<file path="config.mk">
export PLATFORM = sky130hd
export DESIGN_NAME = mem_compare_engine
export DESIGN_NICKNAME = d
export VERILOG_FILES = /design/src/rtl/cmp_pkg.sv /design/src/rtl/rd_lat_pipe.sv /design/src/rtl/mem_compare_engine.sv
export SDC_FILE = /design/constraint.sdc
export NUM_CORES = 1
export LEC_CHECK = 0
export CAP_MARGIN = 20
export CORE_ASPECT_RATIO = 1.5
export CORE_MARGIN = 2
export CORE_UTILIZATION = 60
export CTS_BUF_LIST = sky130_fd_sc_hd__clkbuf_8
export CTS_CLUSTER_DIAMETER = 150
export DETAILED_ROUTE_END_ITERATION = 8
export DONT_BUFFER_PORTS = 1
export PLACE_DENSITY = 0.76
export SETUP_SLACK_MARGIN = 0.05
export SLEW_MARGIN = 0
export SYNTH_ARGS = -nofsm -noshare
export SYNTH_HDL_FRONTEND = slang
export SYNTH_SLANG_ARGS = --single-unit
</file>
<file path="constraint.sdc">
create_clock -name clk -period 5.05 [get_ports clk]
set_input_delay 1.01 -clock clk [delete_from_list [all_inputs] [get_ports clk]]
set_output_delay 1.01 -clock clk [all_outputs]
set_load 0.005 [all_outputs]
</file>
<file path="src/rtl/cmp_pkg.sv">
// Shared constants and FSM encoding for the memory compare engine.
// Default sizes match Top_controller's result/golden memory sizing.
package cmp_pkg;

    localparam int DEF_DATA_W = 22;
    localparam int DEF_DEPTH  = 4096;

    typedef enum logic [1:0] {
        ST_IDLE  = 2'd0,
        ST_ISSUE = 2'd1,
        ST_DRAIN = 2'd2,
        ST_FIN   = 2'd3
    } cmp_state_e;

endpackage

</file>
<file path="src/rtl/rd_lat_pipe.sv">
// STAGES-deep valid+address shift register that tracks each read until its
// data returns from the memories.
module rd_lat_pipe #(
    parameter int ADDR_W = 12,
    parameter int STAGES = 1
) (
    input  logic              clk,
    input  logic              rst,
    input  logic              in_vld,
    input  logic [ADDR_W-1:0] in_addr,
    output logic              out_vld,
    output logic [ADDR_W-1:0] out_addr,
    output logic              any_vld
);

    logic [STAGES-1:0]             vld_pipe;
    logic [STAGES-1:0][ADDR_W-1:0] addr_pipe;

    always_ff @(posedge clk) begin
        if (rst) begin
            vld_pipe  <= '0;
            addr_pipe <= '0;
        end else begin
            vld_pipe[0]  <= in_vld;
            addr_pipe[0] <= in_addr;
            for (int i = 1; i < STAGES; i++) begin
                vld_pipe[i]  <= vld_pipe[i-1];
                addr_pipe[i] <= addr_pipe[i-1];
            end
        end
    end

    assign out_vld  = vld_pipe[STAGES-1];
    assign out_addr = addr_pipe[STAGES-1];
    assign any_vld  = |vld_pipe;

endmodule

</file>
<file path="src/rtl/mem_compare_engine.sv">
// Sweeps result and golden memories with a shared address and reports mismatches.
// Define MISMATCH_CAPTURE_EN to also capture the data words of the first mismatch.
module mem_compare_engine
    import cmp_pkg::*;
#(
    parameter int DATA_W = DEF_DATA_W,
    parameter int DEPTH  = DEF_DEPTH,
    parameter int ADDR_W = $clog2(DEPTH),
    parameter int RD_LAT = 1,
    parameter int TOL    = 0
) (
    input  logic              clk,
    input  logic              rst,
    input  logic              start,
    input  logic [ADDR_W:0]   len,
    output logic              rd_en,
    output logic [ADDR_W-1:0] rd_addr,
    input  logic [DATA_W-1:0] dut_rdata,
    input  logic [DATA_W-1:0] gold_rdata,
    output logic              busy,
    output logic              done,
    output logic              pass,
    output logic [ADDR_W:0]   err_cnt,
    output logic              first_err_valid,
`ifdef MISMATCH_CAPTURE_EN
    output logic [DATA_W-1:0] first_err_dut,
    output logic [DATA_W-1:0] first_err_gold,
`endif
    output logic [ADDR_W-1:0] first_err_addr
);

    localparam logic [ADDR_W:0]   DEPTH_W = (ADDR_W+1)'(DEPTH);
    localparam logic [DATA_W-1:0] TOL_V   = DATA_W'(TOL);
    localparam logic [ADDR_W:0]   ERR_MAX = '1;

    cmp_state_e        state, state_nxt;
    logic [ADDR_W-1:0] last_addr;
    logic [ADDR_W-1:0] len_last;
    logic [ADDR_W:0]   len_m1;
    logic              start_ok;
    logic              issue_last;
    logic              tail_vld;
    logic [ADDR_W-1:0] tail_addr;
    logic              pipe_busy;
    logic [DATA_W-1:0] diff;
    logic              mism;

    assign start_ok   = start && (state == ST_IDLE);
    assign issue_last = (rd_addr == last_addr);

    // A zero or oversized length means a full-depth sweep.
    assign len_m1   = len - 1'b1;
    assign len_last = (len == '0 || len > DEPTH_W) ? ADDR_W'(DEPTH - 1) : len_m1[ADDR_W-1:0];

    rd_lat_pipe #(
        .ADDR_W (ADDR_W),
        .STAGES (RD_LAT)
    ) u_pipe (
        .clk      (clk),
        .rst      (rst),
        .in_vld   (rd_en),
        .in_addr  (rd_addr),
        .out_vld  (tail_vld),
        .out_addr (tail_addr),
        .any_vld  (pipe_busy)
    );

    // Larger minus smaller never wraps, so DATA_W bits suffice.
    assign diff = (dut_rdata > gold_rdata) ? (dut_rdata - gold_rdata) : (gold_rdata - dut_rdata);
    assign mism = tail_vld && (diff > TOL_V);

    always_ff @(posedge clk) begin
        if (rst) state <= ST_IDLE;
        else     state <= state_nxt;
    end

    always_comb begin
        state_nxt = state;
        case (state)
            ST_IDLE:  if (start)       state_nxt = ST_ISSUE;
            ST_ISSUE: if (issue_last)  state_nxt = ST_DRAIN;
            ST_DRAIN: if (!pipe_busy)  state_nxt = ST_FIN;
            ST_FIN:                    state_nxt = ST_IDLE;
            default:                   state_nxt = ST_IDLE;
        endcase
    end

    always_comb begin
        rd_en = (state == ST_ISSUE);
        busy  = (state != ST_IDLE);
        done  = (state == ST_FIN);
    end

    always_ff @(posedge clk) begin
        if (rst) begin
            last_addr       <= '0;
            rd_addr         <= '0;
            err_cnt         <= '0;
            first_err_valid <= 1'b0;
            first_err_addr  <= '0;
            pass            <= 1'b0;
`ifdef MISMATCH_CAPTURE_EN
            first_err_dut   <= '0;
            first_err_gold  <= '0;
`endif
        end else begin
            if (start_ok) begin
                last_addr       <= len_last;
                rd_addr         <= '0;
                err_cnt         <= '0;
                first_err_valid <= 1'b0;
                first_err_addr  <= '0;
                pass            <= 1'b0;
`ifdef MISMATCH_CAPTURE_EN
                first_err_dut   <= '0;
                first_err_gold  <= '0;
`endif
            end else if (state == ST_ISSUE && !issue_last) begin
                rd_addr <= rd_addr + 1'b1;
            end

            if (mism) begin
                if (err_cnt != ERR_MAX) err_cnt <= err_cnt + 1'b1;
                if (!first_err_valid) begin
                    first_err_valid <= 1'b1;
                    first_err_addr  <= tail_addr;
`ifdef MISMATCH_CAPTURE_EN
                    first_err_dut   <= dut_rdata;
                    first_err_gold  <= gold_rdata;
`endif
                end
            end

            // Counters are final once the pipe is empty, so pass is ready with done.
            if (state == ST_DRAIN && !pipe_busy) pass <= (err_cnt == '0);
        end
    end

endmodule

</file>
==> results of run 1 <==
layout make-up:
class,count,area (um^2)
multi-input combinational,566,3910
fill,822,3310
sequential,66,1320
inverter,67,251
tap,112,140
clock buffer,9,124
timing repair buffer,11,82.6
clock inverter,7,53.8
worst reg2reg max path, delay by kind of cell (launching register included):
kind            cells  cell delay (ps)
simple gates        5             1130
compound gates      2              720
flops               1              460
fa+ha+maj           1              240
synthesized netlist by cell type (3+ instances only):
cell type,count
nor2_1,43
xnor2_1,34
buf_2,8
nand4_1,18
o31ai_1,5
and3_1,6
and2_1,3
nand3_1,32
nor2b_1,19
o211ai_1,5
nand2b_1,4
inv_1,67
o21ai_0,42
nor4_1,8
nor3_1,13
nand2_1,57
or4_1,4
a221oi_1,4
a221o_1,3
and4_1,4
a211o_1,3
mux2i_1,17
buf_6,3
a211oi_1,11
o21a_1,4
or2_2,3
dfxtp_1,66
a31oi_1,6
a21oi_1,70
xor2_1,15
o21ai_1,5
ha_1,53
clkbuf_1,21
a21o_1,19
or3_1,11
worst paths after layout:
path / end / start / depth (start not counted) / slack [ps]
worst max-delay path: err_cnt[2] / dut_rdata[11] / 13 / 670
worst min-delay path: first_err_addr[8] / u_pipe.out_addr[8] / 2 / 430
worst max register to register: err_cnt[2] / err_cnt[0] / 8 / 2450
worst min register to register: first_err_addr[8] / u_pipe.out_addr[8] / 2 / 430
state kept, by name, indices dropped and copies added (netlist names):
register,flops
err_cnt,13
first_err_addr,12
last_addr,12
rd_addr,12
u_pipe.out_addr,12
state,2
first_err_valid,1
pass,1
u_pipe.any_vld,1
through the flow:
stage	cells	power, uW	hold WS (ps)	utilization (%)	setup slack [ps]
CTS	838	1630	441	64.0	832
floorplan	731	1110	420	-	967
detailed placement	822	1240	431	62.0	483
finish	838	1630	434	64.0	667
global route	838	1740	449	64.0	489
global placement	822	1230	424	62.0	526
power by group:
part	internal [uW]	total, uW	switching, uW	leakage, uW
combinational	241	630	389	0.00186
clock	180	390	211	0.0000818
sequential	570	614	43.9	0.000535
cell usage in the layout (no fill, tap or decap), types with 3 or more instances in the layout:
master and count:
a21oi_1 70, inv_1 67, dfxtp_1 66, nand2_1 57
ha_1 53, nor2_1 43, o21ai_0 42, xnor2_1 34
nand3_1 32, a21o_1 19, nor2b_1 19, nand4_1 18
mux2i_1 17, xor2_1 15, nor3_1 13, a211oi_1 11
or3_1 11, buf_4 11, clkbuf_8 9, nor4_1 8
and3_1 6, a31oi_1 6, o21ai_1 5, o211ai_1 5
o31ai_1 5, and4_1 4, a221oi_1 4, o21a_1 4
nand2b_1 4, or4_1 4, and2_1 3, a211o_1 3
or2_2 3, a221o_1 3, clkinvlp_4 3
logic make-up (layout without fill, tap and decap cells):
| group | after synthesis | after routing |
|---|---|---|
| adders and majority gates | 53 | 53 |
| muxes | 19 | 19 |
| and+or+nand+nor | 236 | 236 |
| xor gates and xnor gates | 49 | 49 |
| AOI/OAI and AO/OA | 209 | 209 |
| buffers and inverters | 99 | 94 |
| DFF | 66 | 66 |
metal layers:
| metal | up-vias | wire length, um | GRT usage, % |
|---|---|---|---|
| met5 | - | 0 | 0 |
| met4 | 0 | 768 | 16.7 |
| met3 | 55 | 869 | 4.44 |
| met2 | 227 | 8190 | 56.8 |
| met1 | 2509 | 5600 | 30.0 |
| li1 | 2587 | - | - |
==> results.toml, run 1 <==
[outcome]
status = "completed"

[placed_design]
dp_hpwl_um = 12400
port-buffer-count = 0
place_congestion = 1.04
placed_cell_area_um2 = 5710

[worst_setup_path]
crit_path_frequent_cell = "a21o_1"
max_stage_delay_ps = 610
worstPathRequired_ps = 5270
path_cells = "inv_1 -> ha_1 -> a21o_1 -> a21o_1 -> a21oi_1 -> o21ai_0 -> or4_4 -> a2111oi_4 -> nand4_1 -> a21o_1 -> o311ai_4 -> nor3b_1 -> a221o_1"
cp-end-kind = "register"
arrival_ps = 4610
cp_top_family = "compound AO/OA/AOI/OAI gates"
startpoint_type = "input pin"
cp_slowest_cell = "or4_4"
path_class = "in2reg"
worst-path-buf-inv = 1
path_max_fanout = 9

[routing]
ant_nets = 0
post_drt_via_cell_ratio = 6.42
drt-total-wl_um = 15400
via_count = 5378
initialDrtViolationCount = 236
drt-wirelength-per-cell_um = 18.4
drt_first_pass_iters = 6
drc = 0

[clock_tree]
hold_buffers = 0
cts.sinks = 66
cts_resized = 0
numCtsBuffers = 9
post-cts-setup-buffers = 0
h-tree-depth = 3
cts_tree = "done"
cts_root_buf = "clkbuf_8"
path_clk_slew_ps = 80
clkLatencyLatePin_ps = 340
clockBufferDepth = 2

[synthesis]
synth_top_cell_by_area = "dfxtp_1"
synthSimpleGateAreaFrac_pct = 21.5
synth_edf_count = 0
ys_async_sr_fraction_pct = 0
yosysWarnings = 0
yosysSeqAreaShare_pct = 23.4
synth_seq_cells = 66
synth-adder-area-share_pct = 11.8
syn-num-nets = 844
synth_area_um2 = 5640
synth-xor-area-share_pct = 7.61
synthMuxAreaShare_pct = 3.42
synth_top_family_by_area = "compound AO/OA/AOI/OAI gates"
synth_top_area_share_pct = 23.4
synth_cell_type_count = 68
synth_area_leaders = "dfxtp_1 (23%), ha_1 (12%), a21oi_1 (6.2%)"
syn_inst = 731
synth_compound_area_share_pct = 25.1
synth_top_flop_cell = "dfxtp_1"
syn_area_per_cell_um2 = 7.71

[die]
placementRows = 43
die-area_um2 = 10200
core-area_um2 = 9200
dieWidth_um = 83.1
io_pins = 102
die_y_um = 123
initial_core_util_pct = 61.3

[finish]
n_antenna_cell = 0
area_growth_pct = 4.39
drive_gt1_share_pct = 6.61
nets = 834
final_cell_area_um2 = 5890

[timing]
tns_ps = 0
slew_violations = 0
fmax_mhz = 228
rsz0062_at_grt = "false"
clock_skew_ps = 9.74
fin_crit_sh_pct = 86.8
worst_slew_pin_slew_ps = 901
hold_viol = 0
final.min_clock_period_ps = 4380
slew_headroom_pct = 39.7
setup_viol_count_final = 0

[grt]
grt_antenna_before_repair = 0
grt_overflow = 0
grt_first_pass_wirelength_um = 24300
grt_max_degree = 42
track_usage_pct = 29.4
first_global_vias = 5153

[worst_hold_path]
worstHoldPathType = "reg2reg"

[flow_run]
maxCapViolations = 0

[power]
p_per_area_nw_per_um2 = 278
ir_drop_mv = 0.269
cellLeakagePower_uw = 0.00248
Power figures use the tool's default switching activity.
==> inputs of run 2 (changes only) <==
--- a/config.mk
+++ b/config.mk
@@ -9,7 +9,7 @@
 export CORE_ASPECT_RATIO = 1.5
 export CORE_MARGIN = 2
 export CORE_UTILIZATION = 60
-export CTS_BUF_LIST = sky130_fd_sc_hd__clkbuf_8
+export CTS_BUF_LIST = sky130_fd_sc_hd__clkbuf_2 sky130_fd_sc_hd__clkbuf_4 sky130_fd_sc_hd__clkbuf_8
 export CTS_CLUSTER_DIAMETER = 150
 export DETAILED_ROUTE_END_ITERATION = 8
 export DONT_BUFFER_PORTS = 1
==> results of run 2 <==
Same layout as run 1: the final DEF is identical, and so are final timing and power.
